[config.mk]
export PLATFORM = sky130hd
export DESIGN_NAME = lab1_g29_sweep
export DESIGN_NICKNAME = d
export VERILOG_FILES = /design/src/rtl/lab1_g29_sweep.sv
export SDC_FILE = /design/constraint.sdc
export NUM_CORES = 1
export LEC_CHECK = 0
export CORE_UTILIZATION = 30
export DETAILED_ROUTE_END_ITERATION = 8
export PLACE_DENSITY = 0.62
export SYNTH_ARGS = -nofsm -noshare
export SYNTH_HDL_FRONTEND = slang
export SYNTH_SLANG_ARGS = --single-unit
[constraint.sdc]
create_clock -name clk -period 1.8 [get_ports clk]
set_clock_uncertainty 0.15 [all_clocks]
set_input_delay 0.18 -clock clk [delete_from_list [all_inputs] [get_ports clk]]
set_output_delay 0.18 -clock clk [all_outputs]
set_load 0.05 [all_outputs]
[src/rtl/lab1_g29_sweep.sv]
// Purpose : exhaustive stimulus sequencer/recorder wrapped around the lab1_g29_p2 block.
// Latency : each of the 16 vectors is held DWELL_CYCLES cycles; done rises 16*DWELL_CYCLES cycles after start.
// Backpr. : none; start is ignored while busy, abort returns to IDLE on the next edge.
//
// Ports:
//   clk, reset        rising-edge clock, asynchronous active-high reset
//   start, abort      sweep control (abort wins over start and over a same-edge sample)
//   y                 response from the combinational block under test
//   g, t, u, e        vector drive {g,t,u,e} == vec_idx while busy, 0 otherwise
//   vec_idx           current vector index
//   busy, done        state flags for APPLY and DONE
//   result            captured truth vector, bit i = y sampled for vector i
//   mismatch, first_err_idx (only with LAB1_SWEEP_CHECK_EN defined)
//                     sticky compare against EXPECTED and the first failing index
//
// Optional feature macro: LAB1_SWEEP_CHECK_EN
module lab1_g29_sweep #(
  parameter int          DWELL_CYCLES = 10,
  parameter logic [15:0] EXPECTED     = 16'h0000
) (
  input  logic        clk,
  input  logic        reset,
  input  logic        start,
  input  logic        abort,
  input  logic        y,
  output logic        g,
  output logic        t,
  output logic        u,
  output logic        e,
  output logic [3:0]  vec_idx,
  output logic        busy,
  output logic        done,
`ifdef LAB1_SWEEP_CHECK_EN
  output logic        mismatch,
  output logic [3:0]  first_err_idx,
`endif
  output logic [15:0] result
);

  // Dwell counter only has to reach DWELL_CYCLES-1; never narrower than 1 bit.
  localparam int DW_RAW = $clog2(DWELL_CYCLES + 1);
  localparam int DW     = (DW_RAW < 1) ? 1 : DW_RAW;
  localparam logic [DW-1:0] DWELL_LAST = DW'(DWELL_CYCLES - 1);

  typedef enum logic [1:0] {
    IDLE  = 2'd0,
    APPLY = 2'd1,
    DONE  = 2'd2
  } state_t;

  state_t        state;
  state_t        state_nxt;
  logic [DW-1:0] dwell;
  logic          start_acc;   // start accepted this edge (IDLE/DONE, no abort)
  logic          sample;      // end of dwell: capture y and advance
  logic          abort_run;   // abort while a sweep is in progress

  // Next-state decode. abort has priority everywhere, including over a
  // sample falling on the same edge, so a partial result never gains a bit
  // from the vector that was being aborted.
  always_comb begin
    state_nxt = state;
    start_acc = 1'b0;
    sample    = 1'b0;
    abort_run = 1'b0;
    case (state)
      IDLE, DONE: begin
        if (abort) begin
          state_nxt = IDLE;
        end else if (start) begin
          state_nxt = APPLY;
          start_acc = 1'b1;
        end
      end
      APPLY: begin
        if (abort) begin
          state_nxt = IDLE;
          abort_run = 1'b1;
        end else if (dwell == DWELL_LAST) begin
          sample = 1'b1;
          if (vec_idx == 4'd15) begin
            state_nxt = DONE;
          end
        end
      end
      default: begin
        state_nxt = IDLE;
      end
    endcase
  end

  always_ff @(posedge clk or posedge reset) begin
    if (reset) begin
      state <= IDLE;
    end else begin
      state <= state_nxt;
    end
  end

  // Sweep datapath: vector index, dwell counter and captured truth vector.
  always_ff @(posedge clk or posedge reset) begin
    if (reset) begin
      vec_idx <= 4'd0;
      dwell   <= '0;
      result  <= 16'h0000;
    end else if (start_acc) begin
      vec_idx <= 4'd0;
      dwell   <= '0;
      result  <= 16'h0000;
    end else if (abort_run) begin
      // result keeps its partial content for inspection
      vec_idx <= 4'd0;
      dwell   <= '0;
    end else if (sample) begin
      result[vec_idx] <= y;
      dwell           <= '0;
      vec_idx         <= vec_idx + 4'd1;  // 15 wraps to 0 on entry to DONE
    end else if (state == APPLY) begin
      dwell <= dwell + 1'b1;
    end
  end

`ifdef LAB1_SWEEP_CHECK_EN
  // Sticky compare: only the first disagreement is recorded.
  always_ff @(posedge clk or posedge reset) begin
    if (reset) begin
      mismatch      <= 1'b0;
      first_err_idx <= 4'd0;
    end else if (start_acc) begin
      mismatch      <= 1'b0;
      first_err_idx <= 4'd0;
    end else if (sample && !mismatch && (y != EXPECTED[vec_idx])) begin
      mismatch      <= 1'b1;
      first_err_idx <= vec_idx;
    end
  end
`endif

  // Outputs are decoded from state so an asynchronous reset forces them low
  // immediately, without waiting for an edge.
  always_comb begin
    g    = 1'b0;
    t    = 1'b0;
    u    = 1'b0;
    e    = 1'b0;
    busy = 1'b0;
    done = 1'b0;
    case (state)
      APPLY: begin
        {g, t, u, e} = vec_idx;
        busy         = 1'b1;
      end
      DONE: begin
        done = 1'b1;
      end
      default: begin
        busy = 1'b0;
      end
    endcase
  end

endmodule

==> flow_summary.yaml, run 1 <==
critical_path:
  crit_fanout: 8
  r2r_start: "state[1]"
  ff2ff_setup_slack_ps: 90
  worstRegToRegCells: 3
  start_kind: "register"
  cp-end-kind: "output port"
  crit_required_ps: 1470
  worst_path_largest_cell_delay_ps: 450
  arrival_ps: 1460
  crit_chain: "or2b_4 -> clkinvlp_4 -> and2_4 -> buf_12"
  cp_slowest_cell: "dfrtp_2"
  r2r_end: "vec_idx[3]"
  crit_type: "register to output port"
power:
  p_total_mw: 1.24
  p_per_area_nw_per_um2: 619
  leakagePower_nw: 0.988
  ir_drop_uv: 269
layout:
  final_cells: 239
  mostFrequentLayoutCells: "buf_4, dfrtp_1, nand2_1, mux2i_1, nand4_1"
  final_util_pct: 44.6
  area_delta_synth_final_pct: 38.7
  final_nets: 199
  diodes: 0
  fin_area_sq_um: 2010
  fillerInstances: 435
  final_common_cell: "buf_4"
  drive_gt1_share_pct: 29.4
clock_tree:
  root_buffer: "clkbuf_8"
  clkLatencyLatePin_ps: 270
  cts_tree: "yes"
  cts_max_level: 1
  holdBufCountCts: 0
  cts_buffers: 3
  path_clk_slew_ps: 90
  clock_path_buffers: 2
  clock_sinks: 26
global_route:
  antenna_found_initial: 0
  grt_pass1_vias: 1242
  grt_usage_pct: 14.4
  grt_max_degree: 27
  grt_pass1_wl_um: 5840
  overflow: 0
floorplan:
  core-area_sq_um: 4500
  ios: 31
  die_y_um: 71.5
  rows: 24
  start_util_pct: 32.1
  die_x_um: 71.5
  die_area_sq_um: 5110
flow_run:
  drv_cap: 0
synthesis:
  synth_area_sq_um: 1450
  synth_cell_types: 32
  async_reset_ff_share_pct: 100
  ys_seq_area_share_pct: 44.9
  synthesis.nets: 160
  ys_warn_count: 0
  synth_seq_cells: 26
  syn_inst: 149
  syn_area_per_cell_sq_um: 9.72
  synth_edf_count: 0
  synth_flop_cell: "dfrtp_1"
place:
  placedCellCount: 233
  io_buffers: 30
  placed_cell_area_sq_um: 1930
  dp_hpwl_um: 2550
  finalWeightedCongestion: 0.805
timing:
  min_period_ps: 1790
  slew_headroom_pct: 72.5
  setup_viol: 0
  rsz0062_at_grt: "yes"
  slew_viol_final: 0
  period_share_pct: 99.3
  tightest_slew_ps: 408
  setup-tns-final_ps: 0
  fmax_ghz: 0.559
  timing_hold_violations_final: 0
routing:
  drt_iter0_markers: 84
  wl_um: 3470
  vias: 1243
  drc_errors: 0
  vias_per_cell: 5.20
  final_antenna_net_count: 0
  first_pass_iters: 4
  wire_per_inst_um: 14.5
hold_path:
  hp-class: "input pin to async pin"
run_status:
  outcome: "completed"
-- metrics by stage --
stage / worst slack, ps / hold slack, ps
after global routing: -32.8 / 165
after detailed placement: -79.6 / 371
after CTS: 1.51 / 119
final: 12.1 / 105
after global placement: -46.3 / 376
after floorplan: 21.5 / 69.9
-- area by class of cell --
cell class / count / area, sq um / share of cell area, %
multi-input cells: 106 / 746 / 37.1
flip-flops and latches: 26 / 656 / 32.6
repair buffers: 45 / 460 / 22.9
well taps: 52 / 65.1 / 3.24
clock buffers: 4 / 55.1 / 2.74
inverters: 6 / 26.3 / 1.31
-- cells in the mapped netlist, types with 2 or more instances --
cell type	count	area (sq um)
nor2b_1	2	12.5
nand3_1	5	25.0
nor2_1	7	26.3
o2111ai_1	2	17.5
o21ai_0	3	15.0
clkbuf_1	8	30.0
ha_1	6	75.1
buf_2	3	15.0
nor3b_1	4	30.0
nand4_1	17	106
a21oi_1	3	15.0
or4_1	2	15.0
nand2_1	18	67.6
dfrtp_1	26	651
and2_1	2	12.5
nand3b_1	3	22.5
inv_1	6	22.5
mux2i_1	18	180
-- kinds of logic after synthesis --
logic type                 after synthesis  synth area share (%)
muxes                                   18                  12.4
DFF                                     26                  44.9
adders and majority gates                6                  5.19
AOI/OAI and AO/OA                       14                  6.66
buffers and inverters                   17                  4.67
and+or+nand+nor                         68                  26.1
-- report_power, final --
| group | total [mW] | switching, mW | internal (mW) |
|---|---|---|---|
| registers | 0.629 | 0.0251 | 0.604 |
| logic | 0.233 | 0.129 | 0.104 |
| clock network | 0.382 | 0.186 | 0.195 |
-- how the worst max path moves through the flow --
stage | from | end | depth (start not counted)
finish | state[0] | t | 4
global route | state[0] | t | 4
CTS | state[1] | t | 4
detailed placement | start | result[4] | 5
global placement | start | dwell[3] | 5
floorplan | state[0] | e | 3
-- metal layers --
| layer | part of all wire [%] | global-route usage (%) |
|---|---|---|
| met1 | 47 | 19.7 |
| met2 | 48 | 23.8 |
| met5 | 0 | 0 |
| met4 | 0.69 | 3.92 |
| met3 | 4.1 | 2.25 |
-- repair_timing --
action	4_1_cts	5_1_grt
resized for setup	4	1
endpoints found under the setup margin	5	4
pin swaps	0	0
hold endpoints to repair	0	0
buffers inserted	2	0
-- sequential cells by signal, indices dropped and copies added, names as in the netlist --
register / cells
dwell: 4
result: 16
vec_idx: 4
state: 2
-- worst max-delay path, delay by kind of cell (launching register included) --
kind | cells | cell delay (ps)
buffers and inverters | 2 | 290
flip-flops | 1 | 450
AND/OR/NAND/NOR | 2 | 460
(Power assumes the default switching activity.)
==> run 2: changes to the inputs <==
REMOVE_ABC_BUFFERS = 1   (was default)
==> flow_summary.yaml, run 2 (synthesis results as in run 1) <==
floorplan:
  rows: 24
  core-area_sq_um: 4500
  die_y_um: 71.5
  start_util_pct: 32.1
  die_x_um: 71.5
  ios: 31
  die_area_sq_um: 5110
routing:
  wl_um: 3720
  wl_met3_um: 145
  top_layer_used: "met3"
  wl_met1_um: 1690
  final_antenna_net_count: 0
  vias_per_cell: 5.17
  wire_per_inst_um: 15.1
  drt_iter0_markers: 65
  drc_errors: 0
  route.met2.wl_um: 1890
  vias: 1272
  first_pass_iters: 4
place:
  placedCellCount: 235
  finalWeightedCongestion: 0.851
  dp_hpwl_um: 2610
  io_buffers: 30
power:
  switching_share_pct: 25.4
  p_comb_share_pct: 18.1
  pwr-share-seq_pct: 46.3
  leakagePower_nw: 1.03
  power.internal_mw: 1.01
  ir_drop_uv: 458
  p_per_area_nw_per_um2: 662
  pwr-share-clk_pct: 35.6
  switchingPower_mw: 0.346
layout:
  diodes: 0
  mostFrequentLayoutCells: "buf_4, dfrtp_1, nand2_1, mux2i_1, nand4_1"
  layout_top_registers: "result x16, dwell x4, vec_idx x4"
  final_common_cell: "buf_4"
  final_cells: 246
  final_nets: 206
  area_delta_synth_final_pct: 41.8
  multi_input_area_sq_um: 741
  fillerInstances: 422
  seqCellArea_sq_um: 653
  drive_gt1_share_pct: 29.9
  top_register: "result"
  largest_register_ffs: 16
timing:
  slew_headroom_pct: 76.9
  setup_viol: 0
  min_period_ps: 1730
  period_share_pct: 96.3
  slew_viol_final: 0
  tightest_slew_ps: 347
  setup-tns-final_ps: 0
  fmax_ghz: 0.577
  timing_hold_violations_final: 0
critical_path:
  crit_chain: "or2b_4 -> inv_1 -> and2_1 -> buf_12"
  worst_path_largest_cell_delay_ps: 420
  start_kind: "register"
  crit_fanout: 7
  crit_required_ps: 1470
  arrival_ps: 1400
  crit_type: "register to output port"
  cp_slowest_cell: "dfrtp_2"
  ff2ff_setup_slack_ps: 120
  cp-end-kind: "output port"
global_route:
  grt_usage_pct: 15.3
  grt_max_degree: 27
  grt_pass1_wl_um: 6150
  antenna_found_initial: 0
  overflow: 0
  grt_pass1_vias: 1274
clock_tree:
  cts_tree: "yes"
  clock_path_buffers: 2
  clkLatencyLatePin_ps: 270
  cts_buffers: 3
  clock_sinks: 26
  holdBufCountCts: 0
  cts_max_level: 1
  path_clk_slew_ps: 90
  root_buffer: "clkbuf_8"
hold_path:
  hp-class: "input pin to async pin"
run_status:
  outcome: "completed"
flow_run:
  drv_cap: 0
run 2: power by group through the flow:
| stage | clock network, mW | registers (mW) | logic (mW) |
|---|---|---|---|
| 5_1_grt | 0.527 | 0.633 | 0.267 |
| 3_5_place_dp | 0 | 0.641 | 0.225 |
| 6_report | 0.485 | 0.629 | 0.246 |
| 3_3_place_gp | 0 | 0.639 | 0.217 |
| 2_1_floorplan | 0 | 0.643 | 0.109 |
| 4_1_cts | 0.500 | 0.630 | 0.228 |
run 2: per-stage QoR:
stage	instance area (sq um)	worst slack, ps	utilization (%)	total power, mW	hold WS [ps]
floorplan	1400	-425	-	0.752	70.0
global placement	1920	-34.9	42.6	0.856	373
detailed placement	1920	-70.2	42.6	0.866	379
CTS	2000	1.58	44.3	1.36	126
global route	2050	-4.20	45.6	1.43	143
finish	2050	66.9	45.6	1.36	123
run 2: final timing paths:
kind | startpoint | end | cells past startpoint
max | state[0] | g | 4
min | reset | result[12] | 3
max reg2reg | dwell[1] | vec_idx[0] | 7
min reg2reg | result[7] | result[7] | 2
max in group asynchronous | reset | state[1] | 3
min in group clk | result[7] | result[7] | 2
run 2: area by class of cell:
cell class / instances / area share, %
flip-flops and latches: 26 / 31.8
well taps: 52 / 3.17
repair buffers: 52 / 24.4
inverters: 6 / 1.10
multi-input cells: 106 / 36.1
clock inverters: 1 / 1.46
clock buffers: 3 / 2.01
run 2: critical path, delay by kind of cell, from the launching register on:
family,cells,cell delay [ps]
buf+inv,2,230
flops,1,420
simple gates,2,480
run 2: per-layer routing:
metal  track usage (%)  vias to the layer above
met3              3.09                        0
met4              1.96                        0
li1                  -                      629
met5                 0                        -
met2              27.1                       33
met1              19.8                      610
run 2: repair_timing:
action / CTS / global route
gates resized for setup: 2 / 2
setup buffers: 0 / 7
cloned: 0 / 0
endpoints found under the setup margin: 5 / 4
